--- src/rtl/msrv32_branch_resolve_bht_pkg.sv ---
// ----------------------------------------------------------------------------
// msrv32_pkg
// Shared definitions for the execute-stage branch resolver:
//   - major opcode constants (instr[6:2]) for conditional branch, JAL, JALR
//   - func3 constants for the conditional branch flavours and JALR
//   - 2-bit saturating counter encodings used by the branch history table
//   - bht_next(): one training step of a saturating counter
// ----------------------------------------------------------------------------
package msrv32_pkg;

    localparam logic [4:0] OP_BRANCH = 5'b11000;
    localparam logic [4:0] OP_JAL    = 5'b11011;
    localparam logic [4:0] OP_JALR   = 5'b11001;

    localparam logic [2:0] F3_BEQ  = 3'b000;
    localparam logic [2:0] F3_BNE  = 3'b001;
    localparam logic [2:0] F3_BLT  = 3'b100;
    localparam logic [2:0] F3_BGE  = 3'b101;
    localparam logic [2:0] F3_BLTU = 3'b110;
    localparam logic [2:0] F3_BGEU = 3'b111;
    localparam logic [2:0] F3_JALR = 3'b000;

    typedef enum logic [1:0] {
        SNT = 2'b00,
        WNT = 2'b01,
        WT  = 2'b10,
        ST  = 2'b11
    } bht_cnt_t;

    // Move one step towards the observed direction, sticking at either end.
    function automatic bht_cnt_t bht_next(input bht_cnt_t cur, input logic taken);
        bht_cnt_t nxt;
        case (cur)
            SNT:     nxt = taken ? WNT : SNT;
            WNT:     nxt = taken ? WT  : SNT;
            WT:      nxt = taken ? ST  : WNT;
            default: nxt = taken ? ST  : WT;
        endcase
        return nxt;
    endfunction

endpackage

--- src/rtl/msrv32_branch_resolve_bht_if.sv ---
// ----------------------------------------------------------------------------
// msrv32_branch_resolve_bht_if
// Bundles the fetch-side lookup port and the execute-side resolve port of the
// branch resolver.
//   master : the pipeline (drives lookups and resolving instructions)
//   slave  : the resolver (returns prediction, decision and perf counters)
// Lookup  : pc_fetch_in, lookup_en_in -> predict_taken_out
// Resolve : resolve_valid_in, stall_in, pc_ex_in, opcode_in, func3_in,
//           rs1_in, rs2_in, predicted_taken_in
//        -> resolved_valid_out, branch_taken_out, mispredict_out, illegal_out,
//           branch_count_out, mispredict_count_out
// ----------------------------------------------------------------------------
interface msrv32_branch_resolve_bht_if #(
    parameter int XLEN  = 32,
    parameter int CNT_W = 32
);
    logic [XLEN-1:0]  pc_fetch_in;
    logic             lookup_en_in;
    logic             predict_taken_out;

    logic             resolve_valid_in;
    logic             stall_in;
    logic [XLEN-1:0]  pc_ex_in;
    logic [4:0]       opcode_in;
    logic [2:0]       func3_in;
    logic [XLEN-1:0]  rs1_in;
    logic [XLEN-1:0]  rs2_in;
    logic             predicted_taken_in;

    logic             resolved_valid_out;
    logic             branch_taken_out;
    logic             mispredict_out;
    logic             illegal_out;
    logic [CNT_W-1:0] branch_count_out;
    logic [CNT_W-1:0] mispredict_count_out;

    modport master (
        output pc_fetch_in, lookup_en_in,
        output resolve_valid_in, stall_in, pc_ex_in, opcode_in, func3_in,
        output rs1_in, rs2_in, predicted_taken_in,
        input  predict_taken_out,
        input  resolved_valid_out, branch_taken_out, mispredict_out, illegal_out,
        input  branch_count_out, mispredict_count_out
    );

    modport slave (
        input  pc_fetch_in, lookup_en_in,
        input  resolve_valid_in, stall_in, pc_ex_in, opcode_in, func3_in,
        input  rs1_in, rs2_in, predicted_taken_in,
        output predict_taken_out,
        output resolved_valid_out, branch_taken_out, mispredict_out, illegal_out,
        output branch_count_out, mispredict_count_out
    );
endinterface

--- src/rtl/msrv32_branch_resolve_bht_cmp.sv ---
// ----------------------------------------------------------------------------
// msrv32_branch_cmp
// Purely combinational branch/jump decision over XLEN-bit operands.
//   rs1, rs2 : operands
//   opcode   : instr[6:2]
//   func3    : instr[14:12]
//   taken    : instruction redirects the PC
//   illegal  : func3 not supported for a branch or JALR opcode
// ----------------------------------------------------------------------------
module msrv32_branch_cmp
    import msrv32_pkg::*;
#(
    parameter int XLEN = 32
) (
    input  logic [XLEN-1:0] rs1,
    input  logic [XLEN-1:0] rs2,
    input  logic [4:0]      opcode,
    input  logic [2:0]      func3,
    output logic            taken,
    output logic            illegal
);

    // Decode the opcode/func3 pair; BLT/BGE use two's-complement ordering,
    // BLTU/BGEU plain magnitude. Unknown opcodes are simply not taken.
    always_comb begin
        taken   = 1'b0;
        illegal = 1'b0;
        case (opcode)
            OP_BRANCH: begin
                case (func3)
                    F3_BEQ:  taken = (rs1 == rs2);
                    F3_BNE:  taken = (rs1 != rs2);
                    F3_BLT:  taken = ($signed(rs1) <  $signed(rs2));
                    F3_BGE:  taken = ($signed(rs1) >= $signed(rs2));
                    F3_BLTU: taken = (rs1 <  rs2);
                    F3_BGEU: taken = (rs1 >= rs2);
                    default: illegal = 1'b1;
                endcase
            end
            OP_JAL: begin
                taken = 1'b1;
            end
            OP_JALR: begin
                if (func3 == F3_JALR) begin
                    taken = 1'b1;
                end else begin
                    illegal = 1'b1;
                end
            end
            default: begin
                taken = 1'b0;
            end
        endcase
    end

endmodule

--- src/rtl/msrv32_branch_resolve_bht.sv ---
// ----------------------------------------------------------------------------
// msrv32_branch_resolve_bht
// Execute-stage branch resolver with a direct-mapped table of 2-bit
// saturating counters, read by fetch through a registered lookup port.
//   ms_riscv32_mp_clk_in   : clock, rising edge
//   ms_riscv32_mp_rst_n_in : asynchronous active-low reset
//   bus (slave)            : lookup port, resolve port, registered decision,
//                            mispredict/illegal flags and perf counters
// Table index is pc[IDXW+1:2]. Only legal conditional branches train the
// table and step the counters; JAL/JALR resolve but never train.
// ----------------------------------------------------------------------------
module msrv32_branch_resolve_bht
    import msrv32_pkg::*;
#(
    parameter int XLEN        = 32,
    parameter int BHT_ENTRIES = 64,
    parameter int CNT_W       = 32
) (
    input  logic                        ms_riscv32_mp_clk_in,
    input  logic                        ms_riscv32_mp_rst_n_in,
    msrv32_branch_resolve_bht_if.slave  bus
);

    localparam int IDXW = $clog2(BHT_ENTRIES);

    bht_cnt_t         bht [BHT_ENTRIES];
    logic [IDXW-1:0]  lookup_idx;
    logic [IDXW-1:0]  train_idx;

    logic             cmp_taken;
    logic             cmp_illegal;
    logic             is_ctrl;
    logic             is_cond;
    logic             accept;
    logic             train;
    logic             mispredict_next;

    logic             predict_q;
    logic             resolved_valid_q;
    logic             taken_q;
    logic             mispredict_q;
    logic             illegal_q;
    logic [CNT_W-1:0] branch_count_q;
    logic [CNT_W-1:0] mispredict_count_q;

    logic             unused_pc_bits;

    msrv32_branch_cmp #(
        .XLEN(XLEN)
    ) u_cmp (
        .rs1    (bus.rs1_in),
        .rs2    (bus.rs2_in),
        .opcode (bus.opcode_in),
        .func3  (bus.func3_in),
        .taken  (cmp_taken),
        .illegal(cmp_illegal)
    );

    assign lookup_idx = bus.pc_fetch_in[IDXW+1:2];
    assign train_idx  = bus.pc_ex_in[IDXW+1:2];

    // The byte offset and the PC bits above the index never reach the table.
    assign unused_pc_bits = ^{bus.pc_fetch_in[XLEN-1:IDXW+2], bus.pc_fetch_in[1:0],
                              bus.pc_ex_in[XLEN-1:IDXW+2], bus.pc_ex_in[1:0]};

    // Mispredict only means something for a legal control-transfer; illegal
    // encodings and ordinary instructions always report 0.
    assign is_ctrl = ((bus.opcode_in == OP_BRANCH) || (bus.opcode_in == OP_JAL) ||
                      (bus.opcode_in == OP_JALR)) && !cmp_illegal;
    assign is_cond = (bus.opcode_in == OP_BRANCH) && !cmp_illegal;

    assign accept          = bus.resolve_valid_in && !bus.stall_in;
    assign train           = accept && is_cond;
    assign mispredict_next = is_ctrl && (cmp_taken ^ bus.predicted_taken_in);

    // Fetch-side read of the counter MSB. A lookup in the same cycle as a
    // training write to the same entry sees the old value; there is no bypass.
    always_ff @(posedge ms_riscv32_mp_clk_in or negedge ms_riscv32_mp_rst_n_in) begin
        if (!ms_riscv32_mp_rst_n_in) begin
            predict_q <= 1'b0;
        end else if (bus.lookup_en_in) begin
            predict_q <= bht[lookup_idx][1];
        end
    end

    // Table training: every entry starts weakly not-taken and steps toward
    // the resolved direction of each legal conditional branch.
    always_ff @(posedge ms_riscv32_mp_clk_in or negedge ms_riscv32_mp_rst_n_in) begin
        if (!ms_riscv32_mp_rst_n_in) begin
            for (int i = 0; i < BHT_ENTRIES; i++) begin
                bht[i] <= WNT;
            end
        end else if (train) begin
            bht[train_idx] <= bht_next(bht[train_idx], cmp_taken);
        end
    end

    // Resolve outputs: valid pulses for each accepted instruction, the other
    // flags load only on accept and otherwise keep the last result.
    always_ff @(posedge ms_riscv32_mp_clk_in or negedge ms_riscv32_mp_rst_n_in) begin
        if (!ms_riscv32_mp_rst_n_in) begin
            resolved_valid_q <= 1'b0;
            taken_q          <= 1'b0;
            mispredict_q     <= 1'b0;
            illegal_q        <= 1'b0;
        end else begin
            resolved_valid_q <= accept;
            if (accept) begin
                taken_q      <= cmp_taken;
                mispredict_q <= mispredict_next;
                illegal_q    <= cmp_illegal;
            end
        end
    end

    // Performance counters follow training exactly and wrap naturally.
    always_ff @(posedge ms_riscv32_mp_clk_in or negedge ms_riscv32_mp_rst_n_in) begin
        if (!ms_riscv32_mp_rst_n_in) begin
            branch_count_q     <= '0;
            mispredict_count_q <= '0;
        end else if (train) begin
            branch_count_q <= branch_count_q + 1'b1;
            if (mispredict_next) begin
                mispredict_count_q <= mispredict_count_q + 1'b1;
            end
        end
    end

    assign bus.predict_taken_out    = predict_q;
    assign bus.resolved_valid_out   = resolved_valid_q;
    assign bus.branch_taken_out     = taken_q;
    assign bus.mispredict_out       = mispredict_q;
    assign bus.illegal_out          = illegal_q;
    assign bus.branch_count_out     = branch_count_q;
    assign bus.mispredict_count_out = mispredict_count_q;

endmodule

--- src/flat_wrapper.sv ---
// flat-port wrapper written by rule: the top's interface ports become plain ports
module msrv32_branch_resolve_bht_flat import msrv32_pkg::*;
#(
    parameter int XLEN        = 32,
    parameter int BHT_ENTRIES = 64,
    parameter int CNT_W       = 32
)
  (ms_riscv32_mp_clk_in, ms_riscv32_mp_rst_n_in, bus_pc_fetch_in, bus_lookup_en_in, bus_resolve_valid_in, bus_stall_in, bus_pc_ex_in, bus_opcode_in, bus_func3_in, bus_rs1_in, bus_rs2_in, bus_predicted_taken_in, bus_predict_taken_out, bus_resolved_valid_out, bus_branch_taken_out, bus_mispredict_out, bus_illegal_out, bus_branch_count_out, bus_mispredict_count_out);
  msrv32_branch_resolve_bht_if #(.XLEN(XLEN), .CNT_W(CNT_W)) bus_i ();
  input  logic ms_riscv32_mp_clk_in;
  input  logic ms_riscv32_mp_rst_n_in;
  input wire logic [$bits(bus_i.pc_fetch_in)-1:0] bus_pc_fetch_in;
  input wire logic [$bits(bus_i.lookup_en_in)-1:0] bus_lookup_en_in;
  input wire logic [$bits(bus_i.resolve_valid_in)-1:0] bus_resolve_valid_in;
  input wire logic [$bits(bus_i.stall_in)-1:0] bus_stall_in;
  input wire logic [$bits(bus_i.pc_ex_in)-1:0] bus_pc_ex_in;
  input wire logic [$bits(bus_i.opcode_in)-1:0] bus_opcode_in;
  input wire logic [$bits(bus_i.func3_in)-1:0] bus_func3_in;
  input wire logic [$bits(bus_i.rs1_in)-1:0] bus_rs1_in;
  input wire logic [$bits(bus_i.rs2_in)-1:0] bus_rs2_in;
  input wire logic [$bits(bus_i.predicted_taken_in)-1:0] bus_predicted_taken_in;
  output wire logic [$bits(bus_i.predict_taken_out)-1:0] bus_predict_taken_out;
  output wire logic [$bits(bus_i.resolved_valid_out)-1:0] bus_resolved_valid_out;
  output wire logic [$bits(bus_i.branch_taken_out)-1:0] bus_branch_taken_out;
  output wire logic [$bits(bus_i.mispredict_out)-1:0] bus_mispredict_out;
  output wire logic [$bits(bus_i.illegal_out)-1:0] bus_illegal_out;
  output wire logic [$bits(bus_i.branch_count_out)-1:0] bus_branch_count_out;
  output wire logic [$bits(bus_i.mispredict_count_out)-1:0] bus_mispredict_count_out;
  assign bus_i.pc_fetch_in = bus_pc_fetch_in;
  assign bus_i.lookup_en_in = bus_lookup_en_in;
  assign bus_i.resolve_valid_in = bus_resolve_valid_in;
  assign bus_i.stall_in = bus_stall_in;
  assign bus_i.pc_ex_in = bus_pc_ex_in;
  assign bus_i.opcode_in = bus_opcode_in;
  assign bus_i.func3_in = bus_func3_in;
  assign bus_i.rs1_in = bus_rs1_in;
  assign bus_i.rs2_in = bus_rs2_in;
  assign bus_i.predicted_taken_in = bus_predicted_taken_in;
  assign bus_predict_taken_out = bus_i.predict_taken_out;
  assign bus_resolved_valid_out = bus_i.resolved_valid_out;
  assign bus_branch_taken_out = bus_i.branch_taken_out;
  assign bus_mispredict_out = bus_i.mispredict_out;
  assign bus_illegal_out = bus_i.illegal_out;
  assign bus_branch_count_out = bus_i.branch_count_out;
  assign bus_mispredict_count_out = bus_i.mispredict_count_out;
  msrv32_branch_resolve_bht #(.XLEN(XLEN), .BHT_ENTRIES(BHT_ENTRIES), .CNT_W(CNT_W)) u_core (.ms_riscv32_mp_clk_in(ms_riscv32_mp_clk_in), .ms_riscv32_mp_rst_n_in(ms_riscv32_mp_rst_n_in), .bus(bus_i));
endmodule
--- config.mk ---
export PLATFORM = sky130hd
export DESIGN_NAME = msrv32_branch_resolve_bht_flat
export DESIGN_NICKNAME = d
export VERILOG_FILES = /design/src/rtl/msrv32_branch_resolve_bht_pkg.sv /design/src/rtl/msrv32_branch_resolve_bht_if.sv /design/src/rtl/msrv32_branch_resolve_bht_cmp.sv /design/src/rtl/msrv32_branch_resolve_bht.sv /design/src/flat_wrapper.sv
export SDC_FILE = /design/constraint.sdc
export NUM_CORES = 1
export LEC_CHECK = 0
export ABC_AREA = 1
export CAP_MARGIN = 40
export CELL_PAD_IN_SITES_DETAIL_PLACEMENT = 2
export CELL_PAD_IN_SITES_GLOBAL_PLACEMENT = 2
export CORE_ASPECT_RATIO = 2
export CORE_MARGIN = 2
export CORE_UTILIZATION = 34
export CTS_BUF_LIST = sky130_fd_sc_hd__clkbuf_8
export DETAILED_ROUTE_END_ITERATION = 12
export PLACE_DENSITY_LB_ADDON = 0.2
export SYNTH_ARGS = -nofsm -noshare
export SYNTH_HDL_FRONTEND = slang
export SYNTH_SLANG_ARGS = --single-unit
--- constraint.sdc ---
create_clock -name ms_riscv32_mp_clk_in -period 4.8 [get_ports ms_riscv32_mp_clk_in]
set_clock_uncertainty 0.2 [all_clocks]
set_input_delay 0.48 -clock ms_riscv32_mp_clk_in [delete_from_list [all_inputs] [get_ports ms_riscv32_mp_clk_in]]
set_output_delay 0.48 -clock ms_riscv32_mp_clk_in [all_outputs]
set_load 0.05 [all_outputs]
**After elaboration in Yosys (flattened, before gate mapping)**

Index checks and enable logic that the tools add are counted.

- Shift operators: 0
- Equality and inequality tests: 12
- Magnitude comparators: 7
- Multiplexer cells: 21
- $mul: 0
- Add/subtract/negate cells: 2
- Bitwise operators: 3
- Div/mod/pow operators: 0
- Reduce and logical (&&, ||, !) cells: 14

Operators with widths:

| kind | count |
|---|---|
| bitwise mux 128 bit | 1 |
| adder 32 x 1 -> 32 bit (second input constant) | 2 |
| greater-or-equal comparator 32 bit | 2 |
| < comparator 32 bit | 2 |
| == test 32 bit | 1 |
| != test 32 bit | 1 |
| binary-select mux 2 bit (select 6 bit) | 2 |
| two-way mux 2 bit | 8 |
| == test 5 bit (second input constant) | 3 |
| greater-or-equal comparator 7 bit (second input constant) | 2 |
| inverter 6 -> 7 bit | 2 |
| demux 2 bit (select 6 bit) | 1 |
| == test 3 bit (second input constant) | 4 |
| < comparator 7 x 1 -> 1 bit (second input constant) | 1 |
| logical AND 1 bit | 6 |
| case mux 1 bit (6 select lines) | 1 |
| case mux 2 bit (3 select lines) | 1 |
| OR reduction 6 bit | 1 |
| two-way mux 1 bit | 5 |
| == test 3 x 1 -> 1 bit (second input constant) | 1 |
| logical NOT 3 bit | 1 |
| case mux 1 bit (3 select lines) | 1 |
| == test 2 x 1 -> 1 bit (second input constant) | 1 |
| == test 2 bit (second input constant) | 1 |
| other kinds (6) | 8 |

- Bits in latches: 0
- Memories kept: 0
- Register bits: 197
- Bits in writable memories: 0
- Input bits: 142
- Bits in read-only memories: 0

**Depth between registers and ports, before layout**

Gate-level depths: netlist of the first run.

- Depth after elaboration: 9
- Gate-level depth with buffers: 24

**By module**

A second synthesis of the first run with hierarchy kept.

- Cell total of the unflattened synthesis: 1811
- Area, all modules: 12296.8 um^2

Modules (own cells, without submodules):

| module | seq. area each (um^2) | area each (um^2) | instances | cells each |
|---|---|---|---|---|
| msrv32_branch_resolve_bht | 5009.8 | 11242.0 | 1 | 1631 |
| msrv32_branch_cmp | 0.0 | 1054.8 | 1 | 180 |

**Least setup slack after synthesis of the first run**

OpenSTA, ideal clock, no wires.

- Path type: input -> register
- Start point: in bus_rs2_in[31]
- End point: reg u_core.mispredict_count_q[17], in the netlist u_core.bus.mispredict_count_out[17]
- Path slack: 2012 ps
- Cell stages on the path: 18
- Arrival time: 2468 ps
- Library setup time: 120 ps
- Path through: inv_1 -> ha_1 -> nand2_1 -> nor2_1 -> nand2_1 -> nor4_1 -> nand2_1 -> nand3_1 -> nand2_1 -> nor2_1 -> nand3_1 -> nand2_1 -> nand2_1 -> nand2_1 -> nand4_1 -> buf_2 -> nand2_1 -> nand2_1

- Word-level cells in the longest chain between the ends: 6
- Elaborated cells on any way between the ends: 11

RTL lines:

| item | RTL line | RTL |
|---|---|---|
| start, declared | flat_wrapper.sv:20 | `input wire logic [$bits(bus_i.rs2_in)-1:0] bus_rs2_in;` |
| greater-or-equal comparator 32 bit, or another cell as far along | msrv32_branch_resolve_bht_cmp.sv:36 | `F3_BGEU: taken = (rs1 >= rs2);` |
| case mux 1 bit (6 select lines) (*) | msrv32_branch_resolve_bht_cmp.sv:30 | `case (func3)` |
| case mux 1 bit (3 select lines) (*) | msrv32_branch_resolve_bht_cmp.sv:28 | `case (opcode)` |
| bitwise XOR 1 bit (*) | msrv32_branch_resolve_bht.sv:74 | `assign mispredict_next = is_ctrl && (cmp_taken ^ bus.predicted_taken_in);` |
| logical AND 1 bit (*) | msrv32_branch_resolve_bht.sv:74 |  |
| AND reduction 2 bit (no line) (*) | -- |  |
| end signal, assigned | msrv32_branch_resolve_bht.sv:124 | `mispredict_count_q <= mispredict_count_q + 1'b1;` |
| end, declared | msrv32_branch_resolve_bht.sv:44 | `logic [CNT_W-1:0] mispredict_count_q;` |

Every way passes the cells marked *; elsewhere a longest branch is shown, timed or not.
A chain may end at the register's enable or synchronous reset.

**Worst setup path after layout of the first run**

- Start point: in bus_pc_ex_in[3]
- End point: reg u_core.bht[73] (netlist name)

- Word-level cells in the longest chain between the ends: 8
- Elaborated cells on any way between the ends: 15

RTL lines:

| item | RTL line | RTL |
|---|---|---|
| start, declared | flat_wrapper.sv:16 | `input wire logic [$bits(bus_i.pc_ex_in)-1:0] bus_pc_ex_in;` |
| inverter 6 -> 7 bit (implied by the code) (*) | msrv32_branch_resolve_bht.sv:94 | `bht[train_idx] <= bht_next(bht[train_idx], cmp_taken);` |
| binary-select mux 2 bit (select 6 bit) | msrv32_branch_resolve_bht.sv:94 |  |
| two-way mux 2 bit (implied by the code) (2 in a row) | msrv32_branch_resolve_bht.sv:94 |  |
| == test 2 bit, or another cell as far along | msrv32_branch_resolve_bht_pkg.sv:33 | `case (cur)` |
| case mux 2 bit (3 select lines) | msrv32_branch_resolve_bht_pkg.sv:33 |  |
| two-way mux 2 bit | msrv32_branch_resolve_bht.sv:93 | `end else if (train) begin` |
| bitwise mux 128 bit (*) | msrv32_branch_resolve_bht.sv:94 |  |
| end signal, assigned by index | msrv32_branch_resolve_bht.sv:94 |  |
| end, declared | msrv32_branch_resolve_bht.sv:26 | `bht_cnt_t bht [BHT_ENTRIES];` |

Every way passes the cells marked *; elsewhere a longest branch is shown, timed or not. The select of a mux whose other input is x is not followed.

==> results of run 1 <==
## synthesized netlist by cell type (2+ instances only)
master | number | area [sq um]
nor4_1 | 8 | 50.1
o21ai_1 | 28 | 140
o21a_1 | 2 | 15.0
ha_1 | 34 | 425
buf_1 | 2 | 7.51
dfstp_2 | 64 | 1680
o22ai_1 | 12 | 75.1
clkbuf_1 | 22 | 82.6
inv_2 | 11 | 41.3
a211oi_1 | 2 | 15.0
nor2_2 | 4 | 25.0
and3_1 | 2 | 12.5
nor2_1 | 203 | 762
nand3_2 | 5 | 50.1
o21ai_0 | 76 | 380
buf_4 | 4 | 30.0
inv_1 | 97 | 364
buf_2 | 20 | 100
o2111a_1 | 2 | 22.5
nand2_1 | 352 | 1320
a22oi_1 | 19 | 143
a21oi_1 | 97 | 485
o221ai_1 | 4 | 35.0
xor2_1 | 39 | 342
dfrtp_1 | 133 | 3330
nor3_1 | 35 | 175
nand4_1 | 55 | 344
nand3_1 | 59 | 295
a221oi_1 | 10 | 87.6
xnor2_1 | 22 | 193
## state kept, by name, indices dropped and copies added (netlist names)
register	flops
u_core.bus.mispredict_count_out	32
u_core.bus.illegal_out	1
u_core.bus.resolved_valid_out	1
u_core.bus.predict_taken_out	1
u_core.bus.branch_count_out	32
u_core.bus.branch_taken_out	1
u_core.bht	128
u_core.bus.mispredict_out	1
## area by class of cell
type	instances	area, sq um
fill	3876	19000
multi-input combinational	1085	5560
sequential	197	5010
timing repair buffer	184	1830
tap	432	541
inverter	109	409
clock buffer	19	262
clock inverter	13	95.1
## repair_timing
action,in CTS,in global routing
hold buffers,1,0
endpoints found under the hold margin,60,0
setup buffers,0,0
## power groups by stage
stage / sequential [mW] / clock, mW / combinational [mW]
6_report: 1.68 / 1.05 / 0.375
5_1_grt: 1.68 / 1.13 / 0.414
4_1_cts: 1.68 / 1.08 / 0.380
3_5_place_dp: 1.71 / 0 / 0.377
3_3_place_gp: 1.71 / 0 / 0.363
2_1_floorplan: 1.73 / 0 / 0.147
## metrics by stage
step	cells	hold WS (ps)	instance area (sq um)
2_1_floorplan	1440	-15.6	11200
3_3_place_gp	2005	259	13300
3_5_place_dp	2006	269	13300
4_1_cts	2039	287	13700
5_1_grt	2039	297	13700
6_report	2039	280	13700
## layer usage
metal | up-vias | GRT usage, % | share of wire, %
li1 | 5120 | - | -
met4 | 0 | 13.6 | 5.2
met3 | 102 | 2.91 | 2.6
met2 | 220 | 51.5 | 57
met1 | 5604 | 25.0 | 35
met5 | - | 0 | 0
## cell families (layout without fill, tap and decap cells)
group / after synthesis / after routing / share of synthesized area (%)
compound gates: 261 / 261 / 13.3
xor+xnor: 61 / 61 / 4.77
fa+ha+maj: 34 / 34 / 3.80
buf+inv: 158 / 325 / 5.72
flops: 197 / 197 / 44.8
simple gates: 729 / 729 / 27.7
## worst paths after layout
| check | end | from | cells after the start |
|---|---|---|---|
| min | u_core.bht[50] | u_core.bht[50] | 2 |
| max reg2reg | u_core.bht[73] | u_core.bht[14] | 13 |
| min in group asynchronous | u_core.bus.branch_count_out[12] | ms_riscv32_mp_rst_n_in | 2 |
| max in group asynchronous | u_core.bht[113] | ms_riscv32_mp_rst_n_in | 3 |
| max | u_core.bht[73] | bus_pc_ex_in[3] | 17 |
| min reg2reg | u_core.bht[50] | u_core.bht[50] | 2 |
## worst max-delay path: cells and delay by family
| family | cells | cell delay, ps |
|---|---|---|
| compound gates | 3 | 450 |
| simple gates | 10 | 1560 |
| buf+inv | 4 | 1270 |
==> summary.md, run 1 <==
| Metric | Value |
|---|---|
| GRT Total Usage | `25.5%` |
| H-tree depth | `4` |
| Vias in the first global route | `12600` |
| CTS tree | `built` |
| Via-to-Cell Ratio | `5.42` |
| Worst Max-Slew Pin Slew | `837 ps` |
| Setup slack, reg-to-reg | `2010 ps` |
| CTS Buf Count | `17` |
| Slew headroom | `44.2%` |
| Post-route ant nets | `0` |
| Status | `finished, final reports clean` |
| Final worst-path cycle share | `77.1%` |
| Largest net degree at the start of global routing | `110` |
| Internal power | `2.24 mW` |
| Fin worst setup slack | `1100 ps` |
| Wire per inst | `21.0 um` |
| Most frequent cells in the layout | `352 x nand2_1, 202 x nor2_1, 157 x clkdlybuf4s50_1` |
| Synthesis-to-layout area growth | `22.4%` |
| Crit Path Class | `input port to register` |
| Core area | `0.0327 sq mm` |
| Synth Instances | `1440` |
| Leak Pwr | `6.01 nW` |
| Switch Pwr | `0.864 mW` |
| CP max stage delay | `~640 ps` |
| First-pass GRT wire length | `68000 um` |
| Worst EP required | `4990 ps` |
| Detailed placer's ending HPWL | `31400 um` |
| Remaining DRCs | `0` |
| Mapped Area | `0.0112 sq mm` |
| Drt initial violations | `365` |
| Combinational share of power | `12.1%` |
| Sequential fraction of the synthesis area | `44.8%` |
| DIE HEIGHT | `around 260 um` |
| Commonest non-fill, non-tap cell in the layout | `nand2_1` |
| Net count after synthesis | `1616` |
| Total power | `3.10 mW` |
| Min Clock Period, post-route | `3700 ps` |
| Placer Congestion | `0.856` |
| # clock sinks | `197` |
| Post-layout net count | `1770` |
| CTS clock-pin slew for the worst setup and hold paths | `100 ps` |
| Worst Setup Start Kind | `input port` |
| CP max FO | `64` |
| Worst ir drop on vdd | `186 uV` |
| Mean Syn Cell Area | `between 7 and 8 sq um` |
| WL final | `~43000 um` |
| Pwr dens | `226 mW/mm^2` |
| Share of post-route cells with drive strength above 1 | `9.09%` |
| Initial Util | `34.2%` |
| Crit end category | `register` |
| Highest clock rate | `270 MHz` |
| Final Slew Violations | `0` |
| Min-delay worst type | `register to register` |
| Distinct cells, synth | `47` |
| Most common cell on crit path | `nand2_1` |
| DR vias | `roughly 11000` |
| EDFF count, synth | `0` |
| Crit-path slowest cell | `clkdlybuf4s50_1` |
| Async S/R FF share, synth | `100%` |
| Final Util | `41.9%` |
| Drt first pass iters | `4` |
| I/O Pins | `between 200 and 250` |
| Rows | `94` |
| Initial antenna violation count | `0` |
| Main flop type after synthesis | `dfrtp_1` |
| Root Driver | `clkbuf_8` |
| Clock share of power | `33.8%` |
| Port bufs | `158` |
| Crit path DAT | `3890 ps` |
| CTS max path bufs | `2` |
| Die ar. | `roughly 0.034 sq mm` |
| GR Overflow Total | `0` |
| Post-cts sizing count | `0` |
| Switch share | `between 20% and 30%` |
| Setup TNS | `0 ps` |
| RSZ-0062 raised after global routing | `false` |
| Sequential Power Share | `54.1%` |
| Crit path cell chain | `clkdlybuf4s50_1 > inv_2 > nand3_2 > inv_2 > nand2_1 > nand2_1 > a21oi_1 > nand3_1 > nand2_1 > nand2_1 > nor2_1 > nand2_1 > nand2_1 > nand2_1 > o21ai_4 > buf_12 > o21ai_0` |
| ANT cells | `0` |
| Setup-violating endpoint count in the final report | `0` |
| Die width | `around 130 um` |
| FF+latch count, synth | `about 200` |
| Final hold vios | `0` |
| DP Worst Slack | `around 700 ps` |
| Max-Cap Viols | `0` |
| Synth warn | `0` |
| Clk_lat worst skew | `about 520 ps` |
Note: power is estimated with default switching activity, not from simulation.
==> inputs of run 2 (changes only) <==
--- a/config.mk
+++ b/config.mk
@@ -11,7 +11,7 @@
 export CELL_PAD_IN_SITES_GLOBAL_PLACEMENT = 2
 export CORE_ASPECT_RATIO = 2
 export CORE_MARGIN = 2
-export CORE_UTILIZATION = 34
+export CORE_UTILIZATION = 28
 export CTS_BUF_LIST = sky130_fd_sc_hd__clkbuf_8
 export DETAILED_ROUTE_END_ITERATION = 12
 export PLACE_DENSITY_LB_ADDON = 0.2
==> constraint.sdc (replaced) <==
create_clock -name ms_riscv32_mp_clk_in -period 3.02 [get_ports ms_riscv32_mp_clk_in]
set_clock_uncertainty 0.2 [all_clocks]
set_input_delay 0.302 -clock ms_riscv32_mp_clk_in [delete_from_list [all_inputs] [get_ports ms_riscv32_mp_clk_in]]
set_output_delay 0.302 -clock ms_riscv32_mp_clk_in [all_outputs]
set_load 0.05 [all_outputs]
==> summary.md, run 2 (synthesis results as in run 1) <==
| Metric | Value |
|---|---|
| Status | `finished, final reports clean` |
| CTS tree | `built` |
| Rows | `103` |
| First-pass GRT wire length | `71300 um` |
| CTS max path bufs | `2` |
| I/O Pins | `211` |
| Max-Cap Viols | `0` |
| Leak Pwr | `6.67 nW` |
| Initial antenna violation count | `1` |
| Hold Slack | `119 ps` |
| CP max FO | `21` |
| Fin worst setup slack | `177 ps` |
| Final Cell Area | `~0.015 sq mm` |
| Worst ir drop on vdd | `270 uV` |
| Most flops, register | `u_core.bht` |
| Clk_lat worst skew | `530 ps` |
| Commonest non-fill, non-tap cell in the layout | `nand2_1` |
| CTS clock-pin slew for the worst setup and hold paths | `130 ps` |
| Post-route ant nets | `0` |
| Final Util | `38.0%` |
| Crit path DAT | `between 3000 and 4000 ps` |
| Worst EP required | `3220 ps` |
| Most frequent cells in the layout | `344 x nand2_1, 198 x nor2_1, 157 x clkdlybuf4s50_1` |
| Port bufs | `roughly 160` |
| Crit Path Class | `input port to register` |
| Highest clock rate | `about 350 MHz` |
| Fillers | `around 4600` |
| GRT Total Usage | `22.1%` |
| Worst Setup Start Kind | `input port` |
| Setup TNS | `0 ps` |
| Initial Util | `28.4%` |
| Drt initial violations | `approximately 360` |
| Slew headroom | `57.7%` |
| DR vias | `11400` |
| Vias in the first global route | `~13000` |
| Pwr dens | `approximately 350 mW/mm^2` |
| DP Area | `0.0143 sq mm` |
| Remaining DRCs | `0` |
| Wire per inst | `21.0 um` |
| Min Clock Period, post-route | `about 2800 ps` |
| Final Slew Violations | `0` |
| Crit end category | `register` |
| WL final | `approximately 47000 um` |
| Setup-violating endpoint count in the final report | `0` |
| Placer Congestion | `0.878` |
| DP Worst Slack | `-518 ps` |
| H-tree depth | `4` |
| Final worst-path cycle share | `between 90% and 100%` |
| CTS Buf Count | `17` |
| Detailed placer's ending HPWL | `~35000 um` |
| Synthesis-to-layout area growth | `34.0%` |
| Largest net degree at the start of global routing | `65` |
| Via-to-Cell Ratio | `around 5.1` |
| Drt first pass iters | `4` |
| Largest register FFs | `128` |
| DIE HEIGHT | `287 um` |
| Root Driver | `clkbuf_8` |
| Share of post-route cells with drive strength above 1 | `16.2%` |
| # clock sinks | `197` |
| Die ar. | `~0.042 sq mm` |
| Min-delay worst type | `input port to asynchronous set/reset pin` |
| Die width | `145 um` |
| Worst Max-Slew Pin Slew | `635 ps` |
| Final hold vios | `0` |
| Core area | `0.0394 sq mm` |
| Post-layout net count | `about 1900` |
| GR Overflow Total | `0` |
## run 2: final cells by class
| type | instances | area (sq um) | area share, % |
|---|---|---|---|
| clock buffers | 17 | 234 | 1.56 |
| well taps | 525 | 657 | 4.38 |
| diodes | 1 | 2.50 | 0.0167 |
| inverters | 109 | 419 | 2.79 |
| clock inverters | 15 | 180 | 1.20 |
| multi-input cells | 1085 | 5640 | 37.6 |
| repair buffers | 290 | 2860 | 19.0 |
| flip-flops and latches | 197 | 5010 | 33.4 |
## run 2: metrics by stage
stage                     cells  power, mW
after global routing       2239       5.40
after detailed placement   2196       3.39
after CTS                  2229       5.23
after global placement     2196       3.37
final                      2239       5.18
after floorplan            1440       2.98
## run 2: metal layers
metal	part of all wire, %	vias up	GRT usage [%]
met5	0	-	0
met4	4.1	0	8.43
met3	1.9	70	2.66
met2	59	178	45.9
met1	35	5827	21.7
li1	-	5322	-
## run 2: report_power, final
part / internal (mW) / switching (mW) / leakage, nW / total, mW
combinational: 0.285 / 0.401 / 3.96 / 0.686
clock: 0.638 / 1.18 / 0.205 / 1.82
sequential: 2.66 / 0.0122 / 2.50 / 2.67
## run 2: path summary, 6_finish.rpt
kind | startpoint | end | cells after the start | slack (ps)
setup / recovery | bus_pc_ex_in[3] | u_core.bht[35] | 18 | 180
hold / removal | ms_riscv32_mp_rst_n_in | u_core.bus.branch_count_out[14] | 2 | 120
setup reg to reg | u_core.bht[9] | u_core.bht[35] | 13 | 510
hold reg to reg | u_core.bht[112] | u_core.bht[112] | 2 | 280
max in group asynchronous | ms_riscv32_mp_rst_n_in | u_core.bht[82] | 3 | 1610
min in group ms_riscv32_mp_clk_in | bus_lookup_en_in | u_core.bus.predict_taken_out | 3 | 180
## run 2: worst max-delay path: stages
cell and delay [ps]:
clkdlybuf4s50_1 480, buf_4 190, nand3_1 150, inv_4 100, buf_4 150, nand2_1 70, nand2_1 60, a221oi_1 230
nand2_1 100, nand2_1 70, nand2_1 50, nor2_1 180, nand2_2 140, buf_4 170, o21ai_4 140, buf_12 170
buf_16 170, o21ai_0 90
## run 2: what timing repair did
item                                   CTS  global route
buffers inserted                         0             4
resized for setup                        0            33
endpoints found under the hold margin   60             0
hold buffers                             1             0
setup endpoints to repair                0           161
==> inputs of run 3 (changes only) <==
--- a/config.mk
+++ b/config.mk
@@ -10,7 +10,7 @@
 export CELL_PAD_IN_SITES_DETAIL_PLACEMENT = 2
 export CELL_PAD_IN_SITES_GLOBAL_PLACEMENT = 2
 export CORE_ASPECT_RATIO = 2
-export CORE_MARGIN = 2
+export CORE_MARGIN = 1.5
 export CORE_UTILIZATION = 28
 export CTS_BUF_LIST = sky130_fd_sc_hd__clkbuf_8
 export DETAILED_ROUTE_END_ITERATION = 12
==> summary.md, run 3 (synthesis results as in run 1) <==
| Metric | Value |
|---|---|
| Status | `finished, final reports clean` |
| Setup TNS | `0 ps` |
| Most frequent cells in the layout | `344 x nand2_1, 196 x nor2_1, 157 x clkdlybuf4s50_1` |
| DIE HEIGHT | `286 um` |
| CTS clock-pin slew for the worst setup and hold paths | `approximately 130 ps` |
| Commonest non-fill, non-tap cell in the layout | `nand2_1` |
| Vias in the first global route | `13000` |
| Final Slew Violations | `0` |
| Detailed placer's ending HPWL | `35400 um` |
| Die ar. | `0.0413 sq mm` |
| Worst Max-Slew Pin Slew | `725 ps` |
| Final hold vios | `0` |
| Core area | `0.0394 sq mm` |
| Final worst-path cycle share | `96.1%` |
| Crit Path Class | `input port to register` |
| I/O Pins | `about 210` |
| Multi-input gate area | `roughly 0.0057 sq mm` |
| # clock sinks | `197` |
| Synthesis-to-layout area growth | `35.0%` |
| Total power | `5.23 mW` |
| Slew headroom | `roughly 51%` |
| Setup-violating endpoint count in the final report | `0` |
| Critical Path Start | `bus_pc_ex_in[4]` |
| DR vias | `11500` |
| Die width | `144 um` |
| H-tree depth | `4` |
| Worst EP required | `3210 ps` |
| Most flops, register | `u_core.bht` |
| Min Clock Period, post-route | `a little under 3000 ps` |
| Initial antenna violation count | `1` |
| Leak Pwr | `between 6 and 7 nW` |
| Pwr dens | `346 mW/mm^2` |
| Min-delay worst type | `input port to asynchronous set/reset pin` |
| Remaining DRCs | `0` |
| Clk_lat worst skew | `520 ps` |
| Post-layout net count | `between 1500 and 2000` |
| First-pass GRT wire length | `71900 um` |
| Reg2reg start | `u_core.bht[32]` |
| Drt first pass iters | `5` |
| Rows | `103` |
| CTS tree | `built` |
| Wire per inst | `20.8 um` |
| Final Cell Area | `0.0151 sq mm` |
| CP max FO | `20` |
| GR Overflow Total | `0` |
| Worst Setup Start Kind | `input port` |
| Fillers | `around 4600` |
| WL final | `between 40000 and 50000 um` |
| Register area | `0.00501 sq mm` |
| CTS Buf Count | `17` |
| Max-Cap Viols | `0` |
| Root Driver | `clkbuf_8` |
| Largest net degree at the start of global routing | `67` |
| GRT Total Usage | `23.1%` |
| Crit path DAT | `around 3100 ps` |
| Drt initial violations | `358` |
| Placer Congestion | `0.892` |
| CTS max path bufs | `2` |
| Largest register FFs | `128` |
| Share of post-route cells with drive strength above 1 | `17.1%` |
| Port bufs | `158` |
| DP Area | `around 0.014 sq mm` |
| Post-route ant nets | `0` |
| Crit end category | `register` |
| Via-to-Cell Ratio | `5.08` |
| Worst ir drop on vdd | `287 uV` |
| Initial Util | `28.4%` |
| Highest clock rate | `345 MHz` |
-- run 3: cell types whose count changed in the layout (fill, tap and decap cells not counted), sizes merged --
cell      change
buf          +18
bufinv        +1
clkbuf        -1
clkinvlp      -1
-- run 3: per-layer routing --
metal  part of all wire (%)  vias up  wire [um]  track usage [%]
li1                       -     5363          -                -
met5                      0        -          0                0
met3                    2.7       97       1250             2.93
met4                    4.9        0       2310             11.3
met1                     35     5799      16400             22.9
met2                     57      210      26900             45.7
-- run 3: power breakdown --
part	leakage, nW	internal [mW]	switching [mW]
registers	2.50	2.66	0.0124
logic	4.03	0.291	0.403
clock network	0.213	0.709	1.15
-- run 3: path summary, 6_finish.rpt --
| path | to | cells past startpoint | slack (ps) |
|---|---|---|---|
| min in group ms_riscv32_mp_clk_in | u_core.bus.predict_taken_out | 3 | 190 |
| worst min-delay path | u_core.bus.branch_count_out[16] | 2 | 80 |
| worst max register to register | u_core.bht[119] | 14 | 490 |
| max in group asynchronous | u_core.bht[120] | 3 | 1670 |
| worst max-delay path | u_core.bht[119] | 18 | 120 |
| worst min register to register | u_core.bus.branch_count_out[31] | 1 | 280 |
-- run 3: timing repair --
action,4_1_cts,5_1_grt
pin swaps,0,8
gates resized for setup,1,31
endpoints found under the hold margin,77,0
buffers inserted,0,3
setup endpoints to repair,47,163
hold buffers,1,0
cloned,0,4
-- run 3: area by class of cell --
class	instances	share of cell area (%)
Multi-Input combinational cell	1085	37.4
Clock inverter	15	1.22
Inverter	109	2.74
Timing Repair Buffer	307	19.6
Clock buffer	17	1.55
Sequential cell	197	33.1
Antenna cell	1	0.0166
Tap cell	525	4.35
-- run 3: critical path: stages --
cell	delay (ps)
clkdlybuf4s50_1	550
inv_2	110
nand3_2	110
inv_2	110
buf_12	170
a22oi_1	140
and3_1	210
nand4_1	170
nand2_1	200
nand2_1	90
nor2_1	130
nand2_2	120
nand2_1	80
nand2_1	90
o21ai_4	90
buf_4	150
buf_12	150
o21ai_0	90
-- run 3: per-stage QoR --
step / utilization (%) / hold slack (ps) / worst slack (ps) / cells
3_3_place_gp: 36.6 / 127 / -510 / 2215
5_1_grt: 38.3 / 115 / -20.9 / 2256
6_report: 38.3 / 84.6 / 119 / 2256
3_5_place_dp: 36.6 / 113 / -630 / 2215
2_1_floorplan: - / -194 / 410 / 1440
4_1_cts: 37.7 / 78.2 / 6.85 / 2248
